==> src/rtl/sfp_test_pkg.sv <==
// Shared types, timing constants and helpers for the SFP test system.
package sfp_test_pkg;

  typedef enum logic [1:0] {
    S_IDLE,
    S_WAIT,
    S_PULSE,
    S_GAP
  } sched_state_t;

  // Width of the shared wait/pulse/gap down-counter.
  localparam int TIMER_W   = 32;
  localparam int MAX_PORTS = 32;

`ifdef TEST
  localparam int unsigned SEND_PERIOD = 32'd16;
  localparam int unsigned SEND_GAP    = 32'd8;
`else
  localparam int unsigned SEND_PERIOD = 32'h05F5E100;
  localparam int unsigned SEND_GAP    = 32'h01000000;
`endif

  // Index of the lowest set bit, -1 when the vector is empty.
  function automatic int lowest_set_idx(input logic [MAX_PORTS-1:0] v);
    int idx;
    idx = -1;
    for (int i = MAX_PORTS - 1; i >= 0; i--) begin
      if (v[i]) idx = i;
    end
    return idx;
  endfunction

endpackage

==> src/rtl/pkt_send_scheduler_if.sv <==
// Control and status bundle between the system top and the send scheduler.
interface pkt_send_scheduler_if #(
  parameter int N_PORTS = 2,
  parameter int ADDR_W  = 25,
  parameter int CNT_W   = 16
);

  logic                        mac_inited;
  logic                        rx_ready;
  logic [N_PORTS-1:0]          port_en;
  logic                        force_round;
  logic [N_PORTS-1:0]          cmd_send;
  logic [N_PORTS*ADDR_W-1:0]   start_ram_addr;
  logic [N_PORTS*CNT_W-1:0]    sent_cnt;
  logic                        busy;

  // The scheduler side issues commands; the system side supplies readiness.
  modport master (
    input  mac_inited, rx_ready, port_en, force_round,
    output cmd_send, start_ram_addr, sent_cnt, busy
  );

  modport slave (
    output mac_inited, rx_ready, port_en, force_round,
    input  cmd_send, start_ram_addr, sent_cnt, busy
  );

endinterface

==> src/rtl/pkt_send_scheduler.sv <==
// Periodic per-port send-command sequencer for the send-packet engines.
// One shared down-counter times the wait, pulse and gap phases.
module pkt_send_scheduler
  import sfp_test_pkg::*;
#(
  parameter int                N_PORTS    = 2,
  parameter int                ADDR_W     = 25,
  parameter int unsigned       PERIOD     = SEND_PERIOD,
  parameter int unsigned       GAP        = SEND_GAP,
  parameter int                PULSE_LEN  = 3,
  parameter logic [ADDR_W-1:0] START_ADDR = ADDR_W'(1),
  parameter int                CNT_W      = 16
) (
  input logic                  clk,
  input logic                  reset,
  pkt_send_scheduler_if.master bus
);

  sched_state_t              state_q, state_d;
  logic [TIMER_W-1:0]        cnt_q, cnt_d;
  logic [N_PORTS-1:0]        mask_q, mask_d;
  logic [N_PORTS-1:0]        cmd_q, cmd_d;
  logic [N_PORTS*ADDR_W-1:0] addr_q, addr_d;
  logic [N_PORTS*CNT_W-1:0]  sent_q, sent_d;
  logic                      busy_q, busy_d;

  logic                      run;
  logic                      start_pulse;
  logic [N_PORTS-1:0]        pick_src;
  logic [N_PORTS-1:0]        pick;
  logic [MAX_PORTS-1:0]      pick_ext;
  int                        sel_idx;

  assign run = bus.mac_inited & bus.rx_ready;

  // NOTE: every variable gets a default before the case so no path leaves one unassigned (no latches).
  always_comb begin
    state_d     = state_q;
    cnt_d       = cnt_q;
    mask_d      = mask_q;
    cmd_d       = cmd_q;
    addr_d      = addr_q;
    sent_d      = sent_q;
    start_pulse = 1'b0;
    pick_src    = '0;
    pick_ext    = '0;
    pick        = '0;
    sel_idx     = 0;

    if (state_q != S_IDLE && !run) begin
      // Losing readiness truncates any pulse; counters and addresses survive.
      state_d = S_IDLE;
      cnt_d   = '0;
      mask_d  = '0;
      cmd_d   = '0;
    end else begin
      unique case (state_q)
        S_IDLE: begin
          if (run) begin
            state_d = S_WAIT;
            cnt_d   = TIMER_W'(PERIOD - 1);
          end
        end
        S_WAIT: begin
          if (cnt_q == '0 || bus.force_round) begin
            if (bus.port_en != '0) begin
              start_pulse = 1'b1;
              pick_src    = bus.port_en;
            end else begin
              mask_d = '0;
              cnt_d  = TIMER_W'(PERIOD - 1);
            end
          end else begin
            cnt_d = cnt_q - TIMER_W'(1);
          end
        end
        S_PULSE: begin
          if (cnt_q == '0) begin
            state_d = S_GAP;
            cmd_d   = '0;
            cnt_d   = TIMER_W'(GAP - 1);
          end else begin
            cnt_d = cnt_q - TIMER_W'(1);
          end
        end
        S_GAP: begin
          if (cnt_q == '0) begin
            if (mask_q != '0) begin
              start_pulse = 1'b1;
              pick_src    = mask_q;
            end else begin
              state_d = S_WAIT;
              cnt_d   = TIMER_W'(PERIOD - 1);
            end
          end else begin
            cnt_d = cnt_q - TIMER_W'(1);
          end
        end
        default: state_d = S_IDLE;
      endcase
    end

    pick_ext[N_PORTS-1:0] = pick_src;
    sel_idx               = lowest_set_idx(pick_ext);
    for (int i = 0; i < N_PORTS; i++) begin
      pick[i] = (sel_idx == i);
    end

    if (start_pulse) begin
      // The served bit is dropped from the mask as the pulse is launched.
      state_d = S_PULSE;
      cnt_d   = TIMER_W'(PULSE_LEN - 1);
      cmd_d   = pick;
      mask_d  = pick_src & ~pick;
      for (int i = 0; i < N_PORTS; i++) begin
        if (pick[i]) begin
          addr_d[i*ADDR_W +: ADDR_W] = START_ADDR;
          sent_d[i*CNT_W +: CNT_W]   = sent_q[i*CNT_W +: CNT_W] + CNT_W'(1);
        end
      end
    end

    busy_d = (state_d == S_PULSE) || (state_d == S_GAP);
  end

  // NOTE: sequential state uses non-blocking assignments so every register samples pre-edge values.
  always_ff @(posedge clk or posedge reset) begin
    if (reset) begin
      state_q <= S_IDLE;
      cnt_q   <= '0;
      mask_q  <= '0;
      cmd_q   <= '0;
      addr_q  <= '0;
      sent_q  <= '0;
      busy_q  <= 1'b0;
    end else begin
      state_q <= state_d;
      cnt_q   <= cnt_d;
      mask_q  <= mask_d;
      cmd_q   <= cmd_d;
      addr_q  <= addr_d;
      sent_q  <= sent_d;
      busy_q  <= busy_d;
    end
  end

  assign bus.cmd_send       = cmd_q;
  assign bus.start_ram_addr = addr_q;
  assign bus.sent_cnt       = sent_q;
  assign bus.busy           = busy_q;

endmodule

==> src/flat_wrapper.sv <==
// flat-port wrapper written by rule: the top's interface ports become plain ports
module pkt_send_scheduler_flat import sfp_test_pkg::*;
#(
  parameter int                N_PORTS    = 2,
  parameter int                ADDR_W     = 25,
  parameter int unsigned       PERIOD     = SEND_PERIOD,
  parameter int unsigned       GAP        = SEND_GAP,
  parameter int                PULSE_LEN  = 3,
  parameter logic [ADDR_W-1:0] START_ADDR = ADDR_W'(1),
  parameter int                CNT_W      = 16
)
  (clk, reset, bus_mac_inited, bus_rx_ready, bus_port_en, bus_force_round, bus_cmd_send, bus_start_ram_addr, bus_sent_cnt, bus_busy);
  pkt_send_scheduler_if #(.N_PORTS(N_PORTS), .ADDR_W(ADDR_W), .CNT_W(CNT_W)) bus_i ();
  input logic clk;
  input logic reset;
  input wire logic [$bits(bus_i.mac_inited)-1:0] bus_mac_inited;
  input wire logic [$bits(bus_i.rx_ready)-1:0] bus_rx_ready;
  input wire logic [$bits(bus_i.port_en)-1:0] bus_port_en;
  input wire logic [$bits(bus_i.force_round)-1:0] bus_force_round;
  output wire logic [$bits(bus_i.cmd_send)-1:0] bus_cmd_send;
  output wire logic [$bits(bus_i.start_ram_addr)-1:0] bus_start_ram_addr;
  output wire logic [$bits(bus_i.sent_cnt)-1:0] bus_sent_cnt;
  output wire logic [$bits(bus_i.busy)-1:0] bus_busy;
  assign bus_i.mac_inited = bus_mac_inited;
  assign bus_i.rx_ready = bus_rx_ready;
  assign bus_i.port_en = bus_port_en;
  assign bus_i.force_round = bus_force_round;
  assign bus_cmd_send = bus_i.cmd_send;
  assign bus_start_ram_addr = bus_i.start_ram_addr;
  assign bus_sent_cnt = bus_i.sent_cnt;
  assign bus_busy = bus_i.busy;
  pkt_send_scheduler #(.N_PORTS(N_PORTS), .ADDR_W(ADDR_W), .PERIOD(PERIOD), .GAP(GAP), .PULSE_LEN(PULSE_LEN), .START_ADDR(START_ADDR), .CNT_W(CNT_W)) u_core (.clk(clk), .reset(reset), .bus(bus_i));
endmodule
==> config.mk <==
export PLATFORM = sky130hd
export DESIGN_NAME = pkt_send_scheduler_flat
export DESIGN_NICKNAME = d
export VERILOG_FILES = /design/src/rtl/sfp_test_pkg.sv /design/src/rtl/pkt_send_scheduler_if.sv /design/src/rtl/pkt_send_scheduler.sv /design/src/flat_wrapper.sv
export SDC_FILE = /design/constraint.sdc
export NUM_CORES = 1
export LEC_CHECK = 0
export BUFFER_PORTS_ARGS = -buffer_cell sky130_fd_sc_hd__buf_2
export CORE_MARGIN = 8
export CORE_UTILIZATION = 35
export DETAILED_ROUTE_END_ITERATION = 10
export PLACE_DENSITY = 0.61
export RECOVER_POWER = 25
export SYNTH_ARGS = -nofsm -noshare
export SYNTH_HDL_FRONTEND = slang
export SYNTH_SLANG_ARGS = --single-unit
==> constraint.sdc <==
create_clock -name clk -period 3.05 [get_ports clk]
set_clock_uncertainty 0.1 [all_clocks]
set_input_delay 0.4575 -clock clk [delete_from_list [all_inputs] [get_ports clk]]
set_output_delay 0.4575 -clock clk [all_outputs]
set_load 0.02 [all_outputs]
Word level (Yosys, flattened, before mapping) --
Cells that the tools add are included.
Operators by class: $add $sub $neg 3, equality and inequality tests 10, mux-type cells 39, bitwise gates (word level) 3, reductions and logical operators 19
Operator list (number):
- 32-bit 2-to-1 mux | 10
- 32-bit case mux with 4 select lines | 1
- 32-bit zero test | 2
- 2-bit 2-to-1 mux | 20
- 16-bit by 1-bit adder with 16-bit output, second input constant | 2
- 32-bit by 2-bit == test with 1-bit output, second input constant | 1
- 32-bit by 1-bit subtractor with 32-bit output, second input constant | 1
- 3-bit nonzero test | 4
- 5-bit by 3-bit inequality test with 1-bit output, second input constant | 2
- 2-bit == test, second input constant | 4
- 2-bit case mux with 3 select lines | 1
- 2-bit AND reduction | 3
- 3-bit AND reduction | 2
- 2-bit nonzero test | 3
- 1-bit 2-to-1 mux | 5
- 4-bit by 1-bit inequality test with 1-bit output, second input constant | 1
- 2-bit case mux with 2 select lines | 1
- 3-bit by 1-bit inequality test with 1-bit output, second input constant | 1
- 2-bit bitwise AND | 1
- 2-bit by 1-bit == test with 1-bit output, second input constant | 1
- 2-bit zero test | 1
- 1-bit logical OR | 2
- 2-bit NOT | 1
- 1-bit case mux with 2 select lines | 1
- other kinds (3) | 3
Storage, ports and cells: register bits after elaboration 73, input bits 7, output and inout port bits 85, logic and storage cells 83

Depth between registers and ports, before layout --
Gate-level depths: netlist (run 1).
depth after elaboration 11, depth in mapped cells 10, mapped depth without buffers 8

Least setup slack after synthesis (run 1) --
No wires, ideal clock.
kind register to register, start register u_core.cnt_q[12], end register u_core.cnt_q[31], library setup time 121 ps, arrival 2267 ps, data required time 2829 ps, path slack 562 ps, stages on the path, launching flop included 8, path buffers 1, clock period less this slack 2488 ps, path through dfrtp_1 or4_4 or2_4 or4_4 buf_6 nor3_4 o21ai_1 a22o_1
On the way: word-level cells in the longest chain between the ends 7, elaborated cells on any way between the ends 17, those cells by class 1 x add/sub; 3 x eq/ne; 10 x mux; 3 x reduce/logical
RTL lines:
- start, declared | line pkt_send_scheduler.sv:20 | logic [TIMER_W-1:0] cnt_q, cnt_d;
- start signal, assigned | line pkt_send_scheduler.sv:138 | cnt_q <= cnt_d;
- branches (longest 7 deep; another with 32-bit by 1-bit subtractor with 32-bit output)
Several ways; the timed one is not identified. A chain may end at the register's enable or synchronous reset.

Worst setup path in the final report (run 1) --
start register u_core.cnt_q[12], end register u_core.sent_q[13], in the netlist u_core.bus.sent_cnt[13]
On the way: word-level cells in the longest chain between the ends 9, elaborated cells on any way between the ends 14, those cells by class 10 x mux; 4 x reduce/logical
RTL lines:
- 32-bit zero test (*) | line pkt_send_scheduler.sv:65, pkt_send_scheduler.sv:87
- 1-bit logical OR | line pkt_send_scheduler.sv:65 | if (cnt_q == '0 || bus.force_round) begin
- 2-bit 2-to-1 mux | line pkt_send_scheduler.sv:65
- 2-bit case mux with 2 select lines | line pkt_send_scheduler.sv:57 | unique case (state_q)
- 2-bit 2-to-1 mux | line pkt_send_scheduler.sv:50 | if (state_q != S_IDLE && !run) begin
- 32-bit 2-to-1 mux (2 in a row) | line sfp_test_pkg.sv:28 | if (v[i]) idx = i;
- 32-bit zero test | line pkt_send_scheduler.sv:106 | pick[i] = (sel_idx == i);
- 2-bit AND reduction (no line) (*)
- end signal, assigned | line pkt_send_scheduler.sv:142 | sent_q <= sent_d;
- end, declared | line pkt_send_scheduler.sv:24 | logic [N_PORTS*CNT_W-1:0] sent_q, sent_d;
Every way passes the cells marked *; elsewhere a longest branch is shown, timed or not.

==> impl_summary.md, run 1 <==
Cells and area
0 antenna diodes ended up in the layout. The finished cells cover 0.00506 sq mm. The final-stage net count is 545. Of the cells placed in the final design, the portion with a size suffix greater than 1 is 0.184. Compared with the post-synthesis result, the final layout area differs by 13.7%. The final core utilization is 0.404.

The finished layout holds 711 standard cells, fillers aside.

Place
The placer's final routability congestion estimate is 0.852. The placed instances occupy a cell area of 0.00473 sq mm. The number of cells in the design after placement is 695. In this run the tool buffered the top-level ports with 43 buffer cells.

The HPWL after detailed placement is 8.25 mm. OpenSTA, run right after detailed placement, puts the worst setup slack at 328 ps.

Worst setup path
The worst-path maximum fanout is 11. The endpoint identified for the worst register-to-register timing path is u_core.bus.sent_cnt[13]$_DFFE_PP0P_. Data on the critical path arrives at its endpoint at 2900 ps. Counting cells, the worst reg-to-reg path comes to 6. In this run the number of cells on the critical path is 6. The required arrival time at the worst endpoint is 3210 ps. The worst setup path is of the flop to flop kind. The critical path starts at u_core.cnt_q[12]$_DFFE_PP0P_.

The kind of start point of the critical path is a flop. The critical path ends at u_core.bus.sent_cnt[13]$_DFFE_PP0P_. Among all stages on the critical path, the largest delay is contributed by sky130_fd_sc_hd__nor4_1.

The most used cell along the critical path is sky130_fd_sc_hd__nor4_1. For flop-to-flop paths, the worst setup slack is 310 ps. The origin of the critical flop-to-flop path is u_core.cnt_q[12]$_DFFE_PP0P_. The delay of the slowest cell on the worst path is 570 ps.

On the critical path the largest part of the delay comes from simple AND/OR/NAND/NOR gates. The critical path goes through nor4_1, nand4_2, nor4_1, a21oi_1, nor4b_1, xor2_1. STA classifies the critical path endpoint as a flop. Counting both buffers and inverters, the worst setup path holds a total of 0.

Drt
The aggregate routed wire length is 11.4 mm. The routed layout has 3,683 vias. The starting DRC count in detailed routing is 270.

The count of nets left with antenna violations once routing finished came out at 0. After detailed routing, the number of vias per cell comes to 5.18. The detailed-router iteration count before antenna repair is 4. After detailed routing, the number of remaining DRC violations is 0.

Dividing the detail-routed wire length by the instance count gives 16.0 microns.

Synth
The number of synthesis warnings is 0. In this run, synthesis produced a sequential element count of 73. For this run, the register share of the synthesized area comes to 0.411. Each instance of the synthesized netlist takes up on average 9.13 sq um.

Counting flops with a built-in enable in the synthesized netlist gives 0. The cell count after synthesis came out at 487. The async set-or-reset flop fraction in the synthesized netlist is 1.00. The area share of the largest cell type after synthesis is 0.411. The biggest area contributor in the post-synthesis netlist is sky130_fd_sc_hd__dfrtp_1. The predominant post-synthesis flop cell is sky130_fd_sc_hd__dfrtp_1. The cell area that synthesis handed to floorplanning was 0.00445 sq mm.

The unique cell type count in the Yosys netlist is 64. By area the synthesized netlist is led by sky130_fd_sc_hd__dfrtp_1 (41%), sky130_fd_sc_hd__buf_4 (8.1%), sky130_fd_sc_hd__nand2_1 (4.6%).

Power and ir drop
Across the VDD grid, the largest voltage drop is 0.343 mV. Summed over all cells, the static leakage comes to 2.33 nW. For this design the ratio of total power to cell area is 578 mW/mm^2.

Floorplan
The floorplan has 41 rows. The die covers 0.0166 sq mm. In this run the standard cell core region covers 0.0125 sq mm. In this run the vertical extent of the chip is 129 microns. In this run the horizontal extent of the chip is 129 microns. 92 I/O pins were placed.

For this configuration, the core starts out at a cell density of 0.355.

Min path
The class of the tightest hold or removal check is input pin to async pin.

GRT
Across every metal layer, demand over resource in global routing totals 0.145. The number of global-route vias before repair is 3,764. The number of antenna violations at the first check in global routing is 0. The largest net degree at the start of global routing is 43.

After global routing the overflow that remains totals 0. The global-route wire length before repair is 19.3 mm.

Clock tree
Buffers inserted to repair hold after CTS numbered 0. The number of setup buffers added after CTS is 0. The maximum level of the CTS H-tree is 3. The post-cts resize count is 0. The clock sink count is 73.

At the later pin of the worst-skew pair, clock insertion delay measures 340 ps. In this run, CTS created clock tree buffers numbering 9. The CTS root buffer is sky130_fd_sc_hd__clkbuf_16.

The clock passes through at most 2 buffers. The clock transition at the register clock pins on the worst setup and hold paths after CTS is 60 ps. The TritonCTS clock tree is done.

Timing
Setup repair after global routing left no endpoint under its margin. Subtracting the final worst setup slack from the clock period gives 2740 ps. The count of final hold-check violations came to 0.

The setup total negative slack is 0 ps. The worst path setup slack after routing is 306 ps. Measured against its own limit, the worst slew margin works out to 0.203. Dividing the final minimum period by the clock period gives 0.900. The highest achievable clock rate is 364 MHz. The final-report max-slew violation count is 0. Setup violations remaining at the end of the flow were counted as 0. For the pin with the worst max-slew slack, the measured transition is 1190 ps.

Outcome
The run finished with clean final reports.

Run
The count of max-cap constraint violations is 0.
## worst min path at each step
stage | from | endpoint | slack [ps] | depth (start not counted)
6_report | reset | u_core.bus.sent_cnt[10]$_DFFE_PP0P_ | 330 | 2
2_1_floorplan | u_core.cnt_q[15]$_DFFE_PP0P_ | u_core.cnt_q[15]$_DFFE_PP0P_ | 400 | 2
5_1_grt | u_core.bus.sent_cnt[31]$_DFFE_PP0P_ | u_core.bus.sent_cnt[31]$_DFFE_PP0P_ | 390 | 1
3_5_place_dp | u_core.bus.sent_cnt[31]$_DFFE_PP0P_ | u_core.bus.sent_cnt[31]$_DFFE_PP0P_ | 360 | 1
3_3_place_gp | u_core.bus.sent_cnt[31]$_DFFE_PP0P_ | u_core.bus.sent_cnt[31]$_DFFE_PP0P_ | 360 | 1
4_1_cts | reset | u_core.bus.sent_cnt[10]$_DFFE_PP0P_ | 160 | 2
## where the power goes
group	switching, mW	leakage (nW)	internal [mW]
Clock	0.408	0.166	0.820
Combinational	0.339	1.21	0.175
Sequential	0.125	0.955	1.05
Total	0.871	2.33	2.05
## registers in the layout (all words and copies together) (netlist names)
name                       flops
u_core.bus.cmd_send            2
u_core.state_q                 2
u_core.cnt_q                  32
u_core.bus.busy                1
u_core.bus.start_ram_addr      2
u_core.bus.sent_cnt           32
u_core.mask_q                  2
## synth_stat cells (all sizes together) (3+ instances only)
library cell / number
a211oi: 3
a21oi: 10
a22o: 8
a31o: 4
a31oi: 5
and2: 3
and3: 10
and4: 3
buf: 54
clkbuf: 14
dfrtp: 73
ha: 4
inv: 8
nand2: 54
nand2b: 4
nand3: 29
nand4: 8
nor2: 19
nor2b: 4
nor3: 30
nor3b: 4
nor4: 18
nor4b: 3
o211ai: 11
o21ai: 26
o31ai: 3
or2: 6
or3: 4
or4: 7
xnor2: 12
xor2: 21
## layout make-up
cell class              count  area [sq um]
flip-flops and latches     73          1830
clock buffers              11           243
clock inverters             5           103
fillers                  1303          7460
repair buffers             57           318
multi-input cells         385          2320
well taps                 172           215
inverters                   8          30.0
## kinds of logic after synthesis
| kind of cell | synth area share |
|---|---|
| other | 0.000844 |
| adders and majority gates | 0.0113 |
| and+or+nand+nor | 0.265 |
| xor gates and xnor gates | 0.0650 |
| AOI/OAI and AO/OA | 0.137 |
| buffers and inverters | 0.108 |
| muxes | 0.00253 |
| DFF | 0.411 |
## layout by cell type (no fill, tap or decap), types with 11 or more instances in the layout
cell type,Yosys,routed
sky130_fd_sc_hd__nor4_1,13,13
sky130_fd_sc_hd__dfrtp_1,73,73
sky130_fd_sc_hd__xnor2_1,12,12
sky130_fd_sc_hd__xor2_1,21,21
sky130_fd_sc_hd__nor2_1,19,19
sky130_fd_sc_hd__nand3_1,29,29
sky130_fd_sc_hd__o21ai_0,24,24
sky130_fd_sc_hd__conb_1,1,48
sky130_fd_sc_hd__buf_4,48,13
sky130_fd_sc_hd__nor3_1,29,29
sky130_fd_sc_hd__buf_2,5,43
sky130_fd_sc_hd__o211ai_1,11,11
sky130_fd_sc_hd__nand2_1,54,54
## stage by stage
stage	total power [mW]	hold slack [ps]
global placement	1.70	356
finish	2.92	327
detailed placement	1.71	358
CTS	2.95	160
floorplan	1.58	401
global route	3.06	388
## routing by layer
| metal | GRT usage | share of wire | vias to the layer above |
|---|---|---|---|
| met1 | 0.183 | 0.45 | 1799 |
| li1 | - | - | 1763 |
| met2 | 0.230 | 0.48 | 105 |
| met4 | 0.0663 | 0.015 | 0 |
| met3 | 0.0339 | 0.051 | 16 |
| met5 | 0 | 0 | - |
(Power assumes the default switching activity.)
==> run 2: changes to the inputs <==
- RECOVER_POWER: 25 -> not set
==> run 2 against run 1 <==
Compared with the run above:
- setup slack better by 18 ps
- count of clock-buffer cells in the layout unchanged
- clock power is essentially flat
- combinational power is essentially flat
- non-clock buffer count stayed put
- routed wire length is 0.51% higher
- fmax grew 0.64%
- flip-flop and latch count did not move
- critical endpoint unchanged
- largest power group unchanged
- highest routed layer unchanged
==> impl_summary.md, run 2 (same netlist as run 1, synthesis figures left out) <==
Outcome
Outcome: completed (unchanged).

GRT
The combined global-route utilization of all metal layers is 0.145 (unchanged). The number of antenna violations at the first check in global routing is 0 (unchanged). The overall overflow remaining after global route came to 0 (unchanged). The global-route wire length before repair came to 19.3 mm (unchanged). The number of global-route vias before repair is 3,764 (unchanged). The largest net degree at the start of global routing was 43 (unchanged).

Drt
The wire length per cell is 16.1 microns (was 16.0 microns). The remaining number of nets flagged by the antenna check after routing is 0 (unchanged). The DRC violation count after routing is 0 (unchanged). The average via count per standard cell is 5.20 (was 5.18). The aggregate routed wire length is 11.5 mm (was 11.4 mm). The detailed-router iteration count before antenna repair came to 5 (was 4). The starting DRC count in detailed routing came to 251 (was 270). The detailed-route via count is 3,696 (was 3,683).

Timing
The time the worst path needs with I/O delays and setup is 2730 ps (was 2740 ps). The remaining max-slew budget at the tightest pin came to 0.396 (was 0.203). The highest achievable clock rate came to 367 MHz (was 364 MHz). The final-report max-slew violation count was 0 (unchanged). Setup repair after global routing missed its margin: false (unchanged). The tightest hold margin is 125 ps (was 327 ps). The count of final hold-check violations is 0 (unchanged). The post-route clock period utilization was 0.894 (was 0.900). The transition time of the tightest slew-check pin is 906 ps (was 1190 ps).

The setup total negative slack is 0 ps (unchanged). The worst path setup slack after routing came to 323 ps (was 306 ps). The setup violation total in the final timing report was 0 (unchanged).

Floorplan
The vertical extent of the die was 129 microns (unchanged). The area of the die is 0.0166 sq mm (unchanged). The row count is 41 (unchanged). The number of placed I/O pins was 92 (unchanged).

The die width is 129 microns (unchanged). The placeable core area is 0.0125 sq mm (unchanged). The effective utilization at floorplan is 0.355 (unchanged).

Worst setup path
Critical path, cell by cell: nor4_1, nand4_2, nor4_1, a21oi_1, nor4b_1, xor2_1 (unchanged). The arrival time of data at the critical path endpoint is 2880 ps (was 2900 ps). The total number of cells along the worst setup path is 6 (unchanged). The worst-path maximum fanout is 11 (unchanged). The depth of the worst register-to-register path came to 6 (unchanged). The gate family responsible for the most delay along the worst path is simple AND/OR/NAND/NOR gates (unchanged). The most used cell along the critical path is sky130_fd_sc_hd__nor4_1 (unchanged). The highest-delay cell along the critical path is sky130_fd_sc_hd__nor4_1 (unchanged). The type of destination of the critical path is a flop (unchanged).

The class of the most critical setup path was flop to flop (unchanged). The delay of the slowest cell on the worst path is 530 ps (was 570 ps). The kind of start point of the critical path is a flop (unchanged). The count of buffering cells on the critical path with inverters included is 0 (unchanged). The required arrival time at the worst endpoint is 3210 ps (about the same).

Place
The total of buffers placed on input and output ports is 43 (unchanged). The setup slack at placement is 328 ps (unchanged). The placer's final routability congestion estimate is 0.852 (unchanged). The half-perimeter wire length after placement came to 8.25 mm (unchanged).

Clock tree
The count of hold-fix buffers inserted at cts is 0 (unchanged). The post-cts resize count is 0 (unchanged). The maximum level of the CTS H-tree came to 3 (unchanged). The clock transition at the register clock pins on the worst setup and hold paths after CTS was 60 ps (about the same). The clock latency on the worst-skew pair is 340 ps (about the same).

The number of buffers created by CTS is 9 (unchanged). The number of setup buffers added after CTS is 0 (unchanged). The clock sink count is 73 (unchanged). The TritonCTS clock tree is done (unchanged).

The number of buffers on the longest clock path is 2 (unchanged). The CTS root buffer is sky130_fd_sc_hd__clkbuf_16 (unchanged).

Cells and area
The final core utilization came to 0.405 (was 0.404). The count of filler cells inserted in the layout came to 1,301 (was 1,303). The antenna diode count was 0 (unchanged).

The final-stage net count is 545 (unchanged). The most common cell after layout, fill and taps aside was sky130_fd_sc_hd__dfrtp_1 (unchanged). The footprint of the multi-input gates came to 0.00232 sq mm (unchanged).

The share of final-layout standard cells stronger than drive strength 1 is 0.186 (was 0.184). The area growth from synthesis to layout is 14.1% (was 13.7%). The footprint of the flip-flops and latches is 0.00183 sq mm (unchanged). Leading cell types in the layout, fill and taps excluded: sky130_fd_sc_hd__dfrtp_1 (73), sky130_fd_sc_hd__nand2_1 (54), sky130_fd_sc_hd__conb_1 (48) (unchanged).

Power and ir drop
The overall power of the completed layout was 2.92 mW (about the same). The power density over the cells came to 576 mW/mm^2 (was 578 mW/mm^2). The static leakage is 2.34 nW (was 2.33 nW). The worst ir drop on vdd is 0.341 mV (was 0.343 mV).

Min path
The class of the tightest hold or removal check is input pin to async pin (unchanged).

Run
The count of max-cap constraint violations was 0 (unchanged).
run 2: cell count changes in the layout (fill, tap and decap cells not counted):
cell,before,now
sky130_fd_sc_hd__inv_2,0,1
sky130_fd_sc_hd__clkbuf_2,1,0
sky130_fd_sc_hd__inv_1,8,7
sky130_fd_sc_hd__buf_12,0,1
run 2: area by class of cell:
class	instances	share of cell area
Inverter	8	0.00592
Sequential cell	73	0.360
Multi-Input combinational cell	385	0.458
Timing Repair Buffer	57	0.0656
Clock buffer	11	0.0479
Clock inverter	5	0.0202
Tap cell	172	0.0424
run 2: path summary, 6_finish.rpt:
path | start | to | slack (ps)
max | u_core.cnt_q[14]$_DFFE_PP0P_ | u_core.bus.sent_cnt[13]$_DFFE_PP0P_ | 320
max reg2reg | u_core.cnt_q[14]$_DFFE_PP0P_ | u_core.bus.sent_cnt[13]$_DFFE_PP0P_ | 320
min reg2reg | u_core.bus.sent_cnt[31]$_DFFE_PP0P_ | u_core.bus.sent_cnt[31]$_DFFE_PP0P_ | 370
max in group asynchronous | reset | u_core.cnt_q[13]$_DFFE_PP0P_ | 2050
min | reset | u_core.bus.sent_cnt[10]$_DFFE_PP0P_ | 130
min in group clk | u_core.bus.sent_cnt[31]$_DFFE_PP0P_ | u_core.bus.sent_cnt[31]$_DFFE_PP0P_ | 370
run 2: power by group:
part,switching (mW),internal (mW),total [mW]
clock network,0.407,0.820,1.23
logic,0.339,0.177,0.516
registers,0.125,1.05,1.18
run 2: metal layers:
| metal | vias up | track usage | routed length (microns) |
|---|---|---|---|
| met5 | - | 0 | 0 |
| met4 | 0 | 0.0663 | 224 |
| met3 | 20 | 0.0339 | 646 |
| met2 | 115 | 0.230 | 5430 |
| met1 | 1792 | 0.183 | 5150 |
| li1 | 1769 | - | - |
run 2: metrics by stage:
stage	instances	instance area, sq um
5_1_grt	711	5070
2_1_floorplan	534	4620
6_report	711	5070
3_3_place_gp	695	4730
4_1_cts	711	5070
3_5_place_dp	695	4730
==> run 3: changes to the inputs <==
- CORE_MARGIN: 8 -> not set
- clock period: 3.05 -> 2.55 ns (I/O delays scaled with it)
==> run 3 against run 2 <==
Compared with the run above:
- cell count up 4.9%
- worst hold slack worse by 120 ps
- die area down 21%
- first-iteration DRC count down 14%
- critical endpoint is now u_core.bus.sent_cnt[7]$_DFFE_PP0P_
==> impl_summary.md, run 3 (same netlist as run 1, synthesis figures left out) <==
Worst setup path
The class of the most critical setup path is flop to flop (unchanged). The kind of start point of the critical path is a flop (unchanged). The required arrival time at the worst endpoint was 2710 ps (was 3210 ps).

The arrival time of data at the critical path endpoint is 2640 ps (was 2880 ps). The setup slack of the most critical reg-to-reg path is 70 ps (was 320 ps). The type of destination of the critical path is a flop (unchanged).

The worst-path maximum fanout is 5 (was 11). The depth of the worst register-to-register path is 8 (was 6).

Floorplan
The number of placed I/O pins is 92 (unchanged). The placeable core area is 0.0122 sq mm (was 0.0125 sq mm). The vertical extent of the die came to 115 microns (was 129 microns).

The area of the die is 0.0132 sq mm (was 0.0166 sq mm). The die width is 115 microns (was 129 microns). The row count was 40 (was 41). The effective utilization at floorplan is 0.364 (was 0.355).

Clock tree
The count of hold-fix buffers inserted at cts is 0 (unchanged). The TritonCTS clock tree is done (unchanged). The clock latency on the worst-skew pair is 340 ps (about the same). The CTS root buffer is sky130_fd_sc_hd__clkbuf_16 (unchanged). The number of buffers on the longest clock path was 2 (unchanged). The number of buffers created by CTS is 9 (unchanged). The clock transition at the register clock pins on the worst setup and hold paths after CTS is 60 ps (about the same). The clock sink count is 73 (unchanged). The maximum level of the CTS H-tree is 3 (unchanged).

Cells and area
The footprint of the multi-input gates is 0.00243 sq mm (was 0.00232 sq mm). The final-stage net count was 584 (was 545). The area growth from synthesis to layout is 22.3% (was 14.1%). The cell area after layout came to 0.00544 sq mm (was 0.00507 sq mm).

The final core utilization is 0.445 (was 0.405). The most common cell after layout, fill and taps aside is sky130_fd_sc_hd__dfrtp_1 (unchanged). Leading cell types in the layout, fill and taps excluded: sky130_fd_sc_hd__dfrtp_1 (71), sky130_fd_sc_hd__nand2_1 (53), sky130_fd_sc_hd__buf_4 (50) (was sky130_fd_sc_hd__dfrtp_1 (73), sky130_fd_sc_hd__nand2_1 (54), sky130_fd_sc_hd__conb_1 (48)).

The antenna diode count is 0 (unchanged). The footprint of the flip-flops and latches is 0.00183 sq mm (about the same). The share of final-layout standard cells stronger than drive strength 1 is 0.270 (was 0.186). The count of filler cells inserted in the layout was 1,215 (was 1,301).

Drt
The remaining number of nets flagged by the antenna check after routing was 0 (unchanged). The detailed-router iteration count before antenna repair is 4 (was 5). The starting DRC count in detailed routing was 215 (was 251). The average via count per standard cell is 5.22 (was 5.20).

The detailed-route via count came to 3,891 (was 3,696). The aggregate routed wire length is 11.4 mm (was 11.5 mm). The DRC violation count after routing is 0 (unchanged). The wire length per cell is 15.3 microns (was 16.1 microns).

Power and ir drop
The static leakage is 2.54 nW (was 2.34 nW). The power density over the cells is 611 mW/mm^2 (was 576 mW/mm^2). The worst ir drop on vdd is 0.457 mV (was 0.341 mV).

Place
The instance area at placement is 0.00503 sq mm (was 0.00473 sq mm). The setup slack at placement came to -10.0 ps (was 328 ps). The half-perimeter wire length after placement is 8.24 mm (was 8.25 mm). The total of buffers placed on input and output ports is 43 (unchanged).

The placer's final routability congestion estimate is 0.881 (was 0.852).

Outcome
Outcome: completed (unchanged).

Min path
The class of the tightest hold or removal check is input pin to async pin (unchanged).

Timing
The post-route clock period utilization is 0.974 (was 0.894). The final-report max-slew violation count came to 0 (unchanged). The remaining max-slew budget at the tightest pin is 0.601 (was 0.396). Setup repair after global routing missed its margin: true (was false). The count of final hold-check violations is 0 (unchanged). The time the worst path needs with I/O delays and setup is 2480 ps (was 2730 ps). The transition time of the tightest slew-check pin is 597 ps (was 906 ps). The setup total negative slack was 0 ps (unchanged). The worst path setup slack after routing came to 65.5 ps (was 323 ps). The highest achievable clock rate is 402 MHz (was 367 MHz). The setup violation total in the final timing report is 0 (unchanged).

GRT
The number of antenna violations at the first check in global routing came to 0 (unchanged). The largest net degree at the start of global routing is 35 (was 43). The number of global-route vias before repair was 3,694 (was 3,764). The global-route wire length before repair is 18.6 mm (was 19.3 mm). The combined global-route utilization of all metal layers is 0.178 (was 0.145). The overall overflow remaining after global route is 0 (unchanged).

Run
The count of max-cap constraint violations came to 0 (unchanged).
==> run 3: final cells by class <==
class	instances	area share
clock buffers	10	0.0440
clock inverters	6	0.00783
inverters	8	0.00552
multi-input cells	385	0.448
flip-flops and latches	73	0.336
well taps	168	0.0387
repair buffers	96	0.120
==> run 3: repair_timing <==
| item | 4_1_cts | 5_1_grt |
|---|---|---|
| resized for setup | 1 | 19 |
| cloned | 0 | 0 |
| setup endpoints to repair | 2 | 52 |
| setup buffers | 0 | 1 |
| pin swaps | 0 | 3 |
==> run 3: where the power goes <==
part	internal (mW)	switching [mW]
Sequential	1.26	0.136
Clock	0.687	0.517
Combinational	0.277	0.444
==> run 3: critical path: stages, from the launching register on <==
cell                      delay, ps
sky130_fd_sc_hd__dfrtp_1        410
sky130_fd_sc_hd__nor4_2         340
sky130_fd_sc_hd__buf_4          190
sky130_fd_sc_hd__nand4_2        210
sky130_fd_sc_hd__nor4_4         380
sky130_fd_sc_hd__a21oi_1        180
sky130_fd_sc_hd__buf_4          210
sky130_fd_sc_hd__nor3_2         210
sky130_fd_sc_hd__xor2_1         180
==> run 3: per-stage QoR <==
step,hold WS (ps),power (mW),instances
after CTS,26.1,3.33,745
after detailed placement,351,2.11,729
after global routing,54.9,3.49,746
after global placement,351,2.09,729
final,6.31,3.32,746
after floorplan,401,1.89,534
==> run 3: final timing paths <==
path | startpoint | to
min in group clk | bus_force_round | u_core.cnt_q[26]$_DFFE_PP0P_
setup reg to reg | u_core.cnt_q[12]$_DFFE_PP0P_ | u_core.bus.sent_cnt[7]$_DFFE_PP0P_
max in group asynchronous | reset | u_core.cnt_q[25]$_DFFE_PP0P_
hold reg to reg | u_core.bus.sent_cnt[15]$_DFFE_PP0P_ | u_core.bus.sent_cnt[15]$_DFFE_PP0P_
setup / recovery | u_core.cnt_q[12]$_DFFE_PP0P_ | u_core.bus.sent_cnt[7]$_DFFE_PP0P_
hold / removal | reset | u_core.bus.sent_cnt[27]$_DFFE_PP0P_
==> run 3: metal layers <==
layer / part of all wire / vias up / GRT usage
met5: 0 / - / 0
met4: 0.018 / 0 / 0.0494
met3: 0.048 / 20 / 0.0513
met2: 0.48 / 106 / 0.288
met1: 0.45 / 1929 / 0.234
li1: - / 1836 / -
